[config.mk]
export PLATFORM = sky130hd
export DESIGN_NAME = emern_rasterizer_flat
export DESIGN_NICKNAME = d
export VERILOG_FILES = /design/src/rtl/emern_rasterizer_pkg.sv /design/src/rtl/emern_rasterizer_if.sv /design/src/rtl/emern_edge_eval.sv /design/src/rtl/emern_rasterizer.sv /design/src/flat_wrapper.sv
export SDC_FILE = /design/constraint.sdc
export NUM_CORES = 2
export LEC_CHECK = 0
export CORE_ASPECT_RATIO = 0.9
export CORE_MARGIN = 1.5
export CORE_UTILIZATION = 64
export DETAILED_ROUTE_END_ITERATION = 8
export HOLD_SLACK_MARGIN = 0.15
export PLACE_DENSITY = 0.82
export REMOVE_ABC_BUFFERS = 1
export SYNTH_ARGS = -nofsm -noshare
export SYNTH_HDL_FRONTEND = slang
export SYNTH_SLANG_ARGS = --single-unit
[constraint.sdc]
create_clock -name clk -period 8.1 [get_ports clk]
set_input_delay 0.81 -clock clk [delete_from_list [all_inputs] [get_ports clk]]
set_output_delay 0.81 -clock clk [all_outputs]
set_load 0.05 [all_outputs]
[src/rtl/emern_rasterizer_pkg.sv]
// Shared widths, setup FSM encoding, edge coefficient record and edge-index -> vertex-pair table
// for the emern_rasterizer block.
package emern_rasterizer_pkg;

  localparam int XW    = 7;   // pixel/vertex x
  localparam int YW    = 6;   // pixel/vertex y
  localparam int CW    = 6;   // colour RRGGBB
  localparam int DW    = 3;   // depth, 0 = nearest
  localparam int AW    = 7;   // A = ya - yb
  localparam int BW    = 8;   // B = xb - xa
  localparam int CCW   = 15;  // C = xa*yb - xb*ya
  localparam int EW    = 17;  // E(x,y) and 2*area
  localparam int NPOLY = 2;
  localparam int NEDGE = 3 * NPOLY;

  typedef enum logic [1:0] {
    ST_IDLE    = 2'd0,
    ST_CAPTURE = 2'd1,
    ST_EDGE    = 2'd2,
    ST_COMMIT  = 2'd3
  } setup_state_t;

  typedef struct packed {
    logic signed [AW-1:0]  a;
    logic signed [BW-1:0]  b;
    logic signed [CCW-1:0] c;
  } edge_coef_t;

  typedef struct packed {
    logic       poly;
    logic [1:0] va;
    logic [1:0] vb;
  } edge_sel_t;

  // Edges 0..2 belong to triangle A (v0->v1, v1->v2, v2->v0), 3..5 to triangle B.
  function automatic edge_sel_t edge_sel(input logic [2:0] idx);
    edge_sel_t s;
    case (idx)
      3'd0:    s = '{poly: 1'b0, va: 2'd0, vb: 2'd1};
      3'd1:    s = '{poly: 1'b0, va: 2'd1, vb: 2'd2};
      3'd2:    s = '{poly: 1'b0, va: 2'd2, vb: 2'd0};
      3'd3:    s = '{poly: 1'b1, va: 2'd0, vb: 2'd1};
      3'd4:    s = '{poly: 1'b1, va: 2'd1, vb: 2'd2};
      3'd5:    s = '{poly: 1'b1, va: 2'd2, vb: 2'd0};
      default: s = '{poly: 1'b0, va: 2'd0, vb: 2'd1};
    endcase
    return s;
  endfunction

  function automatic logic signed [EW-1:0] sext_c(input logic signed [CCW-1:0] c);
    return {{(EW-CCW){c[CCW-1]}}, c};
  endfunction

endpackage

[src/rtl/emern_rasterizer_if.sv]
// Pixel stream interface: coordinates in from the VGA timing stage, resolved colour back out.
interface emern_rasterizer_if;
  import emern_rasterizer_pkg::*;

  logic          pix_valid;
  logic [XW-1:0] pix_x;
  logic [YW-1:0] pix_y;
  logic [CW-1:0] color_out;
  logic          color_valid;

  modport master (output pix_valid, pix_x, pix_y, input  color_out, color_valid);
  modport slave  (input  pix_valid, pix_x, pix_y, output color_out, color_valid);

endinterface

[src/rtl/emern_edge_eval.sv]
// Edge function E(x,y) = A*x + B*y + C, evaluated at full 17-bit signed precision.
module emern_edge_eval
  import emern_rasterizer_pkg::*;
(
  input  logic signed [AW-1:0]  a,
  input  logic signed [BW-1:0]  b,
  input  logic signed [CCW-1:0] c,
  input  logic        [XW-1:0]  x,
  input  logic        [YW-1:0]  y,
  output logic signed [EW-1:0]  e
);

  logic signed [EW-1:0] a_s, b_s, c_s, x_s, y_s;

  // Every term is widened to EW first so the products and sum never wrap.
  always_comb begin
    a_s = {{(EW-AW){a[AW-1]}}, a};
    b_s = {{(EW-BW){b[BW-1]}}, b};
    c_s = {{(EW-CCW){c[CCW-1]}}, c};
    x_s = {{(EW-XW){1'b0}}, x};
    y_s = {{(EW-YW){1'b0}}, y};
    e   = a_s * x_s + b_s * y_s + c_s;
  end

endmodule

[src/rtl/emern_rasterizer.sv]
// Two-triangle per-pixel rasterizer: a per-frame setup FSM builds edge coefficients into a shadow
// set that swaps into the active set atomically, feeding a fixed 3-stage pixel pipe.
// Build option: EMERN_RASTER_WIREFRAME_EN inverts the winning colour on covered edge pixels.
module emern_rasterizer
  import emern_rasterizer_pkg::*;
(
  input  logic                clk,
  input  logic                rst,
  input  logic                frame_start,
  input  logic [CW-1:0]       bg_color_in,
  input  logic [NPOLY*CW-1:0] poly_color_in,
  input  logic [NPOLY*XW-1:0] v0_x_in,
  input  logic [NPOLY*XW-1:0] v1_x_in,
  input  logic [NPOLY*XW-1:0] v2_x_in,
  input  logic [NPOLY*YW-1:0] v0_y_in,
  input  logic [NPOLY*YW-1:0] v1_y_in,
  input  logic [NPOLY*YW-1:0] v2_y_in,
  input  logic [NPOLY*DW-1:0] poly_depth_in,
  input  logic [NPOLY-1:0]    poly_enable_in,
  emern_rasterizer_if.slave   pix,
  output logic                setup_busy
);

  setup_state_t state_q, state_d;
  logic [2:0]   edge_idx_q;

  // Snapshot of the polygon registers taken in CAPTURE, plus the shadow edge set.
  logic [XW-1:0] snap_vx  [NPOLY][3];
  logic [YW-1:0] snap_vy  [NPOLY][3];
  logic [CW-1:0] snap_col [NPOLY];
  logic [DW-1:0] snap_dep [NPOLY];
  logic [NPOLY-1:0] snap_en;
  logic [CW-1:0] snap_bg;
  edge_coef_t    sh_edge  [NEDGE];

  edge_coef_t    act_edge [NEDGE];
  logic [CW-1:0] act_col  [NPOLY];
  logic [DW-1:0] act_dep  [NPOLY];
  logic [NPOLY-1:0] act_en;
  logic [CW-1:0] act_bg;

  edge_sel_t        sel;
  logic [XW-1:0]    xa, xb;
  logic [YW-1:0]    ya, yb;
  logic [XW+YW-1:0] prod_ab, prod_ba;
  edge_coef_t       edge_new;
  logic [NPOLY-1:0] area_nz;

  always_comb begin
    // NOTE: every output gets a default before the case, so no path leaves one unassigned and
    // no latch is inferred.
    state_d = state_q;
    case (state_q)
      ST_IDLE:    if (frame_start) state_d = ST_CAPTURE;
      ST_CAPTURE: state_d = ST_EDGE;
      ST_EDGE:    if (edge_idx_q == 3'(NEDGE - 1)) state_d = ST_COMMIT;
      ST_COMMIT:  state_d = ST_IDLE;
      default:    state_d = ST_IDLE;
    endcase
    setup_busy = (state_q != ST_IDLE);
  end

  // One shared multiplier pair, steered to the current edge's vertex pair.
  always_comb begin
    sel        = edge_sel(edge_idx_q);
    xa         = snap_vx[sel.poly][sel.va];
    ya         = snap_vy[sel.poly][sel.va];
    xb         = snap_vx[sel.poly][sel.vb];
    yb         = snap_vy[sel.poly][sel.vb];
    prod_ab    = {{YW{1'b0}}, xa} * {{XW{1'b0}}, yb};
    prod_ba    = {{YW{1'b0}}, xb} * {{XW{1'b0}}, ya};
    edge_new.a = {1'b0, ya} - {1'b0, yb};
    edge_new.b = {1'b0, xb} - {1'b0, xa};
    edge_new.c = {2'b00, prod_ab} - {2'b00, prod_ba};
  end

  // A zero 2*area (point or colinear triangle) disables the polygon at commit.
  always_comb begin
    area_nz = '0;
    for (int p = 0; p < NPOLY; p++) begin
      area_nz[p] = (sext_c(sh_edge[3*p].c) + sext_c(sh_edge[3*p+1].c)
                    + sext_c(sh_edge[3*p+2].c)) != '0;
    end
  end

  always_ff @(posedge clk) begin
    if (rst) begin
      // NOTE: state registers use <= so all flops update from pre-edge values; = would make
      // the result depend on block evaluation order.
      state_q    <= ST_IDLE;
      edge_idx_q <= '0;
      // NOTE: these arrays are plain flops rather than inferred RAM, so they can be cleared
      // on reset, which keeps the active set from showing stale triangles.
      snap_vx    <= '{default: '0};
      snap_vy    <= '{default: '0};
      snap_col   <= '{default: '0};
      snap_dep   <= '{default: '0};
      snap_en    <= '0;
      snap_bg    <= '0;
      sh_edge    <= '{default: '0};
      act_edge   <= '{default: '0};
      act_col    <= '{default: '0};
      act_dep    <= '{default: '0};
      act_en     <= '0;
      act_bg     <= '0;
    end else begin
      state_q <= state_d;
      case (state_q)
        ST_CAPTURE: begin
          for (int p = 0; p < NPOLY; p++) begin
            snap_vx[p][0] <= v0_x_in[p*XW +: XW];
            snap_vx[p][1] <= v1_x_in[p*XW +: XW];
            snap_vx[p][2] <= v2_x_in[p*XW +: XW];
            snap_vy[p][0] <= v0_y_in[p*YW +: YW];
            snap_vy[p][1] <= v1_y_in[p*YW +: YW];
            snap_vy[p][2] <= v2_y_in[p*YW +: YW];
            snap_col[p]   <= poly_color_in[p*CW +: CW];
            snap_dep[p]   <= poly_depth_in[p*DW +: DW];
          end
          snap_en    <= poly_enable_in;
          snap_bg    <= bg_color_in;
          edge_idx_q <= '0;
        end
        ST_EDGE: begin
          sh_edge[edge_idx_q] <= edge_new;
          edge_idx_q          <= edge_idx_q + 3'd1;
        end
        ST_COMMIT: begin
          act_edge <= sh_edge;
          act_col  <= snap_col;
          act_dep  <= snap_dep;
          act_bg   <= snap_bg;
          act_en   <= snap_en & area_nz;
        end
        default: ;
      endcase
    end
  end

  // ---------------- pixel pipe ----------------
  logic                 s1_valid;
  logic [XW-1:0]        s1_x;
  logic [YW-1:0]        s1_y;
  logic signed [EW-1:0] e_w  [NEDGE];
  logic                 s2_valid;
  logic signed [EW-1:0] s2_e [NEDGE];
  logic [CW-1:0]        s2_col [NPOLY];
  logic [DW-1:0]        s2_dep [NPOLY];
  logic [NPOLY-1:0]     s2_en;
  logic [CW-1:0]        s2_bg;

  for (genvar g = 0; g < NEDGE; g++) begin : g_edge
    emern_edge_eval u_edge_eval (
      .a (act_edge[g].a),
      .b (act_edge[g].b),
      .c (act_edge[g].c),
      .x (s1_x),
      .y (s1_y),
      .e (e_w[g])
    );
  end

  logic [NEDGE-1:0] e_ge, e_le, e_zero;
  logic [NPOLY-1:0] cov;
`ifdef EMERN_RASTER_WIREFRAME_EN
  logic [NPOLY-1:0] on_edge;
`endif
  logic             win;
  logic [CW-1:0]    resolved;

  // Inclusive coverage for either winding; B wins only when strictly nearer than a covered A.
  always_comb begin
    cov = '0;
`ifdef EMERN_RASTER_WIREFRAME_EN
    on_edge = '0;
`endif
    for (int i = 0; i < NEDGE; i++) begin
      e_zero[i] = (s2_e[i] == '0);
      e_ge[i]   = !s2_e[i][EW-1];
      e_le[i]   = s2_e[i][EW-1] || e_zero[i];
    end
    for (int p = 0; p < NPOLY; p++) begin
      cov[p] = s2_en[p] && ((&e_ge[3*p +: 3]) || (&e_le[3*p +: 3]));
`ifdef EMERN_RASTER_WIREFRAME_EN
      on_edge[p] = |e_zero[3*p +: 3];
`endif
    end
    win = cov[1] && (!cov[0] || (s2_dep[1] < s2_dep[0]));
    if (cov == '0) begin
      resolved = s2_bg;
    end else begin
`ifdef EMERN_RASTER_WIREFRAME_EN
      resolved = on_edge[win] ? ~s2_col[win] : s2_col[win];
`else
      resolved = s2_col[win];
`endif
    end
  end

  // Polygon attributes travel with the pixel from S2 so a commit mid-flight cannot split a pixel.
  always_ff @(posedge clk) begin
    if (rst) begin
      s1_valid        <= 1'b0;
      s1_x            <= '0;
      s1_y            <= '0;
      s2_valid        <= 1'b0;
      s2_e            <= '{default: '0};
      s2_col          <= '{default: '0};
      s2_dep          <= '{default: '0};
      s2_en           <= '0;
      s2_bg           <= '0;
      pix.color_valid <= 1'b0;
      pix.color_out   <= '0;
    end else begin
      s1_valid        <= pix.pix_valid;
      s1_x            <= pix.pix_x;
      s1_y            <= pix.pix_y;
      s2_valid        <= s1_valid;
      s2_e            <= e_w;
      s2_col          <= act_col;
      s2_dep          <= act_dep;
      s2_en           <= act_en;
      s2_bg           <= act_bg;
      pix.color_valid <= s2_valid;
      pix.color_out   <= s2_valid ? resolved : '0;
    end
  end

endmodule

[src/flat_wrapper.sv]
// flat-port wrapper written by rule: the top's interface ports become plain ports
module emern_rasterizer_flat import emern_rasterizer_pkg::*;
  (clk, rst, frame_start, bg_color_in, poly_color_in, v0_x_in, v1_x_in, v2_x_in, v0_y_in, v1_y_in, v2_y_in, poly_depth_in, poly_enable_in, setup_busy, pix_pix_valid, pix_pix_x, pix_pix_y, pix_color_out, pix_color_valid);
  emern_rasterizer_if pix_i ();
  input  logic clk;
  input  logic rst;
  input  logic frame_start;
  input  logic [CW-1:0] bg_color_in;
  input  logic [NPOLY*CW-1:0] poly_color_in;
  input  logic [NPOLY*XW-1:0] v0_x_in;
  input  logic [NPOLY*XW-1:0] v1_x_in;
  input  logic [NPOLY*XW-1:0] v2_x_in;
  input  logic [NPOLY*YW-1:0] v0_y_in;
  input  logic [NPOLY*YW-1:0] v1_y_in;
  input  logic [NPOLY*YW-1:0] v2_y_in;
  input  logic [NPOLY*DW-1:0] poly_depth_in;
  input  logic [NPOLY-1:0] poly_enable_in;
  output logic setup_busy;
  input wire logic [$bits(pix_i.pix_valid)-1:0] pix_pix_valid;
  input wire logic [$bits(pix_i.pix_x)-1:0] pix_pix_x;
  input wire logic [$bits(pix_i.pix_y)-1:0] pix_pix_y;
  output wire logic [$bits(pix_i.color_out)-1:0] pix_color_out;
  output wire logic [$bits(pix_i.color_valid)-1:0] pix_color_valid;
  assign pix_i.pix_valid = pix_pix_valid;
  assign pix_i.pix_x = pix_pix_x;
  assign pix_i.pix_y = pix_pix_y;
  assign pix_color_out = pix_i.color_out;
  assign pix_color_valid = pix_i.color_valid;
  emern_rasterizer u_core (.clk(clk), .rst(rst), .frame_start(frame_start), .bg_color_in(bg_color_in), .poly_color_in(poly_color_in), .v0_x_in(v0_x_in), .v1_x_in(v1_x_in), .v2_x_in(v2_x_in), .v0_y_in(v0_y_in), .v1_y_in(v1_y_in), .v2_y_in(v2_y_in), .poly_depth_in(poly_depth_in), .poly_enable_in(poly_enable_in), .pix(pix_i), .setup_busy(setup_busy));
endmodule
# Yosys cells after proc, flatten, opt, wreduce, memory -nomap -nowiden
# Index checks and enable logic that the tools add are counted.
op_classes:
  eq_ne: 10
  n_mux: 30
  n_addsub: 20
  n_lt_le_gt_ge: 7
  n_mul: 14
  reduce_logical: 38
  bitwise_logic: 7
ops:
  columns: ["op", "count"]
  rows:
  - ["bitwise mux 180 bit", 1]
  - ["adder 15 x 15 -> 16 bit", 8]
  - ["adder 16 x 15 -> 17 bit", 6]
  - ["logical NOT 17 bit", 6]
  - ["demux 30 bit (select 3 bit)", 1]
  - ["multiplier 7 x 8 -> 15 bit", 6]
  - ["multiplier 8 x 7 -> 15 bit", 6]
  - ["2-to-1 mux 21 bit", 3]
  - ["2-to-1 mux 18 bit", 3]
  - ["2-to-1 mux 6 bit", 8]
  - ["adder 17 bit", 2]
  - ["nonzero test 17 bit", 2]
  - ["2-to-1 mux 30 bit", 1]
  - ["binary-select mux 7 bit (select 2 bit)", 2]
  - ["2-to-1 mux 7 bit", 4]
  - ["multiplier 7 x 6 -> 13 bit", 2]
  - ["case mux 5 bit (5 select lines)", 1]
  - ["binary-select mux 6 bit (select 2 bit)", 2]
  - ["subtractor 13 x 13 -> 14 bit", 1]
  - ["AND reduction 3 bit", 4]
  - ["logical OR 1 bit", 9]
  - ["case mux 2 bit (4 select lines)", 1]
  - ["subtractor 7 x 7 -> 8 bit", 1]
  - ["logical NOT 1 bit", 7]
  - ["26 further kinds", 39]
word_totals:
  register_bits: 645
  elab_cells: 206
  out_inout_bits: 8
  in_bits: 121

# Logic depth before layout (Yosys ltp)
depth:
  word_depth: 13
  depth_mapped: 30
  ltp_nobuf: 27

# Modules after synthesis
# A second synthesis with hierarchy kept.
hier_totals:
  cells_unflattened: 5668
  hier_area_um2: 53505.1
modules_own_cells:
  columns: ["mod", "seq_area_each_um2", "area_each_um2", "cells_per_inst", "instances"]
  rows:
  - ["emern_rasterizer", 12672.2, 27747.9, 2932, 1]
  - ["emern_edge_eval (u_core.g_edge[3].u_edge_eval ...)", 0.0, 4322.9, 460, 2]
  - ["emern_edge_eval (u_core.g_edge[0].u_edge_eval ...)", 0.0, 4247.8, 449, 2]
  - ["emern_edge_eval (u_core.g_edge[2].u_edge_eval)", 0.0, 4342.9, 464, 1]
  - ["emern_edge_eval (u_core.g_edge[5].u_edge_eval)", 0.0, 4272.8, 454, 1]

# Worst setup path before layout
# OpenSTA, ideal clock, no wires.
synth_path:
  kind: "reg-to-reg"
  start: "reg u_core.edge_idx_q[0]"
  end: "reg u_core.sh_edge[103] (netlist bit)"
  arrival_time_ps: 7160
  path_stages_with_launch: 27
  setup_slack_ps: 827
  n_path_buf: 2
  path_cell_list: "dfxtp_1 > inv_1 > ha_1 > o21a_2 > nor2_4 > buf_1 > mux2i_1 > nand2_1 > a31oi_1 > inv_1 > nand2_1 > fa_1 > fa_1 > fa_1 > fa_1 > inv_1 > fa_1 > inv_1 > ha_1 > inv_1 > o21bai_1 > a2111oi_0 > o311ai_1 > o31ai_1 > buf_2 > nor3_1 > a2111oi_1"
synth_between:
  elab_chain_cells: 12
  word_cells_on_any_way: 37
synth_rtl:
  columns: ["item", "line_no", "source"]
  rows:
  - ["start: declaration", "emern_rasterizer.sv:25", "logic [2:0] edge_idx_q;"]
  - ["start signal: assignment", "emern_rasterizer.sv:126", "edge_idx_q <= edge_idx_q + 3'd1;"]
  - ["== test 3 bit (tied with other cells)", "emern_rasterizer_pkg.sv:38", "case (idx)"]
  - ["case mux 5 bit (5 select lines)", "emern_rasterizer_pkg.sv:38", null]
  - ["inverter 1 -> 2 bit (implied by the code)", null, null]
  - ["2-to-1 mux 21 bit (implied by the code) or 2-to-1 mux 18 bit (tied branches) (3 in series)", null, null]
  - ["binary-select mux 7 bit (select 2 bit) (tied with other cells)", "emern_rasterizer.sv:66", "xa = snap_vx[sel.poly][sel.va];"]
  - ["2-to-1 mux 7 bit (implied by the code) (tied with other cells) (2 in series)", "emern_rasterizer.sv:66", null]
  - ["multiplier 7 x 6 -> 13 bit, on equally long branches", "emern_rasterizer.sv:70, emern_rasterizer.sv:71", null]
  - ["subtractor 13 x 13 -> 14 bit", "emern_rasterizer.sv:74", "edge_new.c = {2'b00, prod_ab} - {2'b00, prod_ba};"]
  - ["bitwise mux 180 bit *", "emern_rasterizer.sv:125", "sh_edge[edge_idx_q] <= edge_new;"]
  - ["end signal: indexed assignment", "emern_rasterizer.sv:125", null]
  - ["end: declaration", "emern_rasterizer.sv:34", "edge_coef_t sh_edge [NEDGE];"]
# Mark *: on every way between the ends. The rest lies on a longest branch, timed or not. The select of a mux whose other input is x is not followed.
# A chain may end at the register's enable or synchronous reset.

# Worst setup path in the final report
layout_path:
  start: "reg u_core.edge_idx_q[0]"
  end: "reg u_core.sh_edge[43] (netlist bit)"
# The elaborated chain is that of the path after synthesis.

==> flow_summary.toml <==
[outcome]
status = "complete, but fails checks"
violations = "capacitance limit"

[route]
vias_per_cell = 5.63
drt-total-wl_um = 136000
dr.pass1.iters = 6
wl_per_cell_um = 19.2
drtIter0Drc = 2974
drc = 0
via_count = 39800
ant_nets = 0

[power_and_ir_drop]
p_per_area_mw_per_mm2 = 190
p_leak_nw = 27.4
peakVddDrop_mv = 0.355

[timing]
fin_ws_ns = 0.470
finalHoldViolations = 0
tightest_slew_ns = 1.48
finalSetupViolations = 0
max_slew_margin_pct = 0.851
clock_skew_ns = 0.0261
worst_hold_slack_ns = 0.447
tns_ns = 0
period_minus_slack_ns = 7.63
clock.fmax_mhz = 131
slew_violations = 0
period_share_pct = 94.2

[global_routing]
grt_pass1_vias = 40600
met3_usage_pct = 5.21
overflow = 0
gr-usage-all-layers_pct = 32.6
grt_antenna_before_repair = 6
grt_max_degree = 198
grtUsageMet2_pct = 52.3
grt_use_met1_pct = 44.4
grt-busiest-layer = "met2"
grt_pass1_wl_um = 219000

[placed_design]
io_buffers = 128
gp_congestion = 0.959
dp_slack_ns = 0.198
dp_hpwl_um = 105000

[synthesis]
synth_edf_count = 0
synth_area_mm2 = 0.0540
synth_top_area_share_pct = 25.2
async_reset_ff_share_pct = 0
synthTopCellsByCount = "inv_1 (930), fa_1 (679), dfxtp_1 (633)"
synth_top_flop_cell = "dfxtp_1"
synth_area_leaders = "fa_1 (25%), dfxtp_1 (23%), ha_1 (11%), mux2i_1 (6.7%), inv_1 (6.5%)"
ys_ff_latch = 633
ys_seq_area_share_pct = 23.5
avgSynthCellArea_um2 = 9.21
synth_most_common_cell = "inv_1"
yosysWarnings = 0
synth_cells = 5868
yosysUniqueCellTypes = 77
synth_top_cell_by_area = "fa_1"

[worst_hold_path]
min_path_type = "register to register"

[worst_setup_path]
startpoint_type = "register"
cp-end-kind = "register"
required_ns = 8.60
crit_type = "register to register"
path_max_fanout = 34
crit_arrival_ns = 8.13

[clock_network]
h-tree-depth = 3
root_buffer = "clkbuf_16"
cts_buffers = 71
clkTransAtPathRegs_ns = 0.06
cts_sinks = 633
cts_max_path_buffers = 3
clk_latency_ns = 0.64
tritoncts = "yes"

[floorplanning]
coreArea_mm2 = 0.0832
start_util_pct = 64.9
fp.dieH_um = 279
ios = 129
die_area_mm2 = 0.0862
die_x_um = 309
rows = 100

[finish]
drive_above_1_share_pct = 4.63
final_nets = 7199
areaGrowthSynthToFinish_pct = 9.25

[run]
drv_cap = 1
path summary, 6_finish.rpt:
kind | cells past startpoint | start | to | slack, ns
max | 25 | u_core.edge_idx_q[0]$_SDFFE_PP0P_ | u_core.sh_edge[43]$_SDFFE_PP0P_ | 0.47
min | 1 | u_core.s1_valid$_SDFF_PP0_ | u_core.s2_valid$_SDFF_PP0_ | 0.45
max reg2reg | 25 | u_core.edge_idx_q[0]$_SDFFE_PP0P_ | u_core.sh_edge[43]$_SDFFE_PP0P_ | 0.47
min reg2reg | 1 | u_core.s1_valid$_SDFF_PP0_ | u_core.s2_valid$_SDFF_PP0_ | 0.45
logic make-up after synthesis:
group           share of synthesized area [%]
compound gates                           6.82
xor+xnor                                 2.17
fa+ha+maj                                36.6
buf+inv                                  8.09
flops                                    23.5
mux                                      6.82
simple gates                             16.1
stage by stage:
step	area, um2	power (mW)	instances	util, %
6_report	59000	11.2	7084	71.0
3_3_place_gp	56500	7.56	6953	67.9
4_1_cts	59000	11.1	7081	70.9
5_1_grt	59000	11.7	7083	71.0
2_1_floorplan	53200	6.16	5640	-
3_5_place_dp	56500	7.63	6953	67.9
critical path, stage by stage, from the launching register on:
cell and delay (ns):
dfxtp_1 0.54, inv_1 0.24, ha_1 0.32, o21a_2 0.28
nor2_4 0.12, buf_12 0.25, mux2i_1 0.26, nand2_1 0.08
a31oi_1 0.60, or2_2 0.23, fa_1 0.43, fa_1 0.52
fa_1 0.46, fa_1 0.50, inv_1 0.05, fa_1 0.47
inv_1 0.04, ha_1 0.32, inv_1 0.07, o21bai_1 0.12
a2111oi_2 0.48, o311ai_1 0.22, o31ai_1 0.24, buf_4 0.22
nor3_1 0.06, a2111oi_1 0.36
flip-flops by register name, indices dropped and copies added, names as in the netlist, 12 cells and up:
name	count
u_core.snap_vy	36
u_core.snap_vx	42
u_core.snap_col	12
u_core.act_col	12
u_core.act_edge	174
u_core.sh_edge	174
u_core.s2_e	102
u_core.s2_col	12
routing by layer:
layer  vias up  wire length [um]
met1     19600             58500
met4        10              5910
met5         -                98
met3       271              9370
met2      1301             62200
li1      18700                 -
area by class of cell:
type	count	area, um2
Sequential cell	633	12700
Antenna cell	1	2.50
Fill cell	6236	24200
Multi-Input combinational cell	4077	37100
Tap cell	1122	1400
Clock buffer	95	2020
Clock inverter	33	455
Inverter	930	3490
Timing Repair Buffer	193	1850
power breakdown:
group	switching, mW	leakage, nW	internal, mW
combinational	2.87	21.0	1.39
sequential	0.184	5.12	3.31
clock	1.41	1.21	2.03
cell usage in the layout (no fill, tap or decap), drive strengths merged, types with 17 or more instances in the layout:
cell type | Yosys | routed
nor2b | 91 | 91
o21bai | 31 | 31
a31oi | 27 | 27
nor4 | 28 | 28
clkdlybuf4s50 | 0 | 127
clkbuf | 182 | 95
nand2 | 505 | 505
ha | 493 | 493
o21ai | 69 | 69
mux2i | 361 | 361
or3 | 29 | 29
or2 | 35 | 35
nand2b | 19 | 19
a211oi | 54 | 54
nor2 | 568 | 568
nor3 | 52 | 52
and3 | 17 | 17
xor2 | 33 | 33
fa | 679 | 679
buf | 46 | 66
dfxtp | 633 | 633
and2 | 401 | 401
nand3 | 41 | 41
a21oi | 245 | 245
inv | 930 | 941
xnor2 | 101 | 101
a21o | 39 | 39
repair_timing:
item                       in CTS  in global routing
gates resized for setup         0                 12
setup endpoints to repair       0                 18
setup buffers                   0                  2
hold buffers                    0                  0
(Power assumes the default switching activity.)
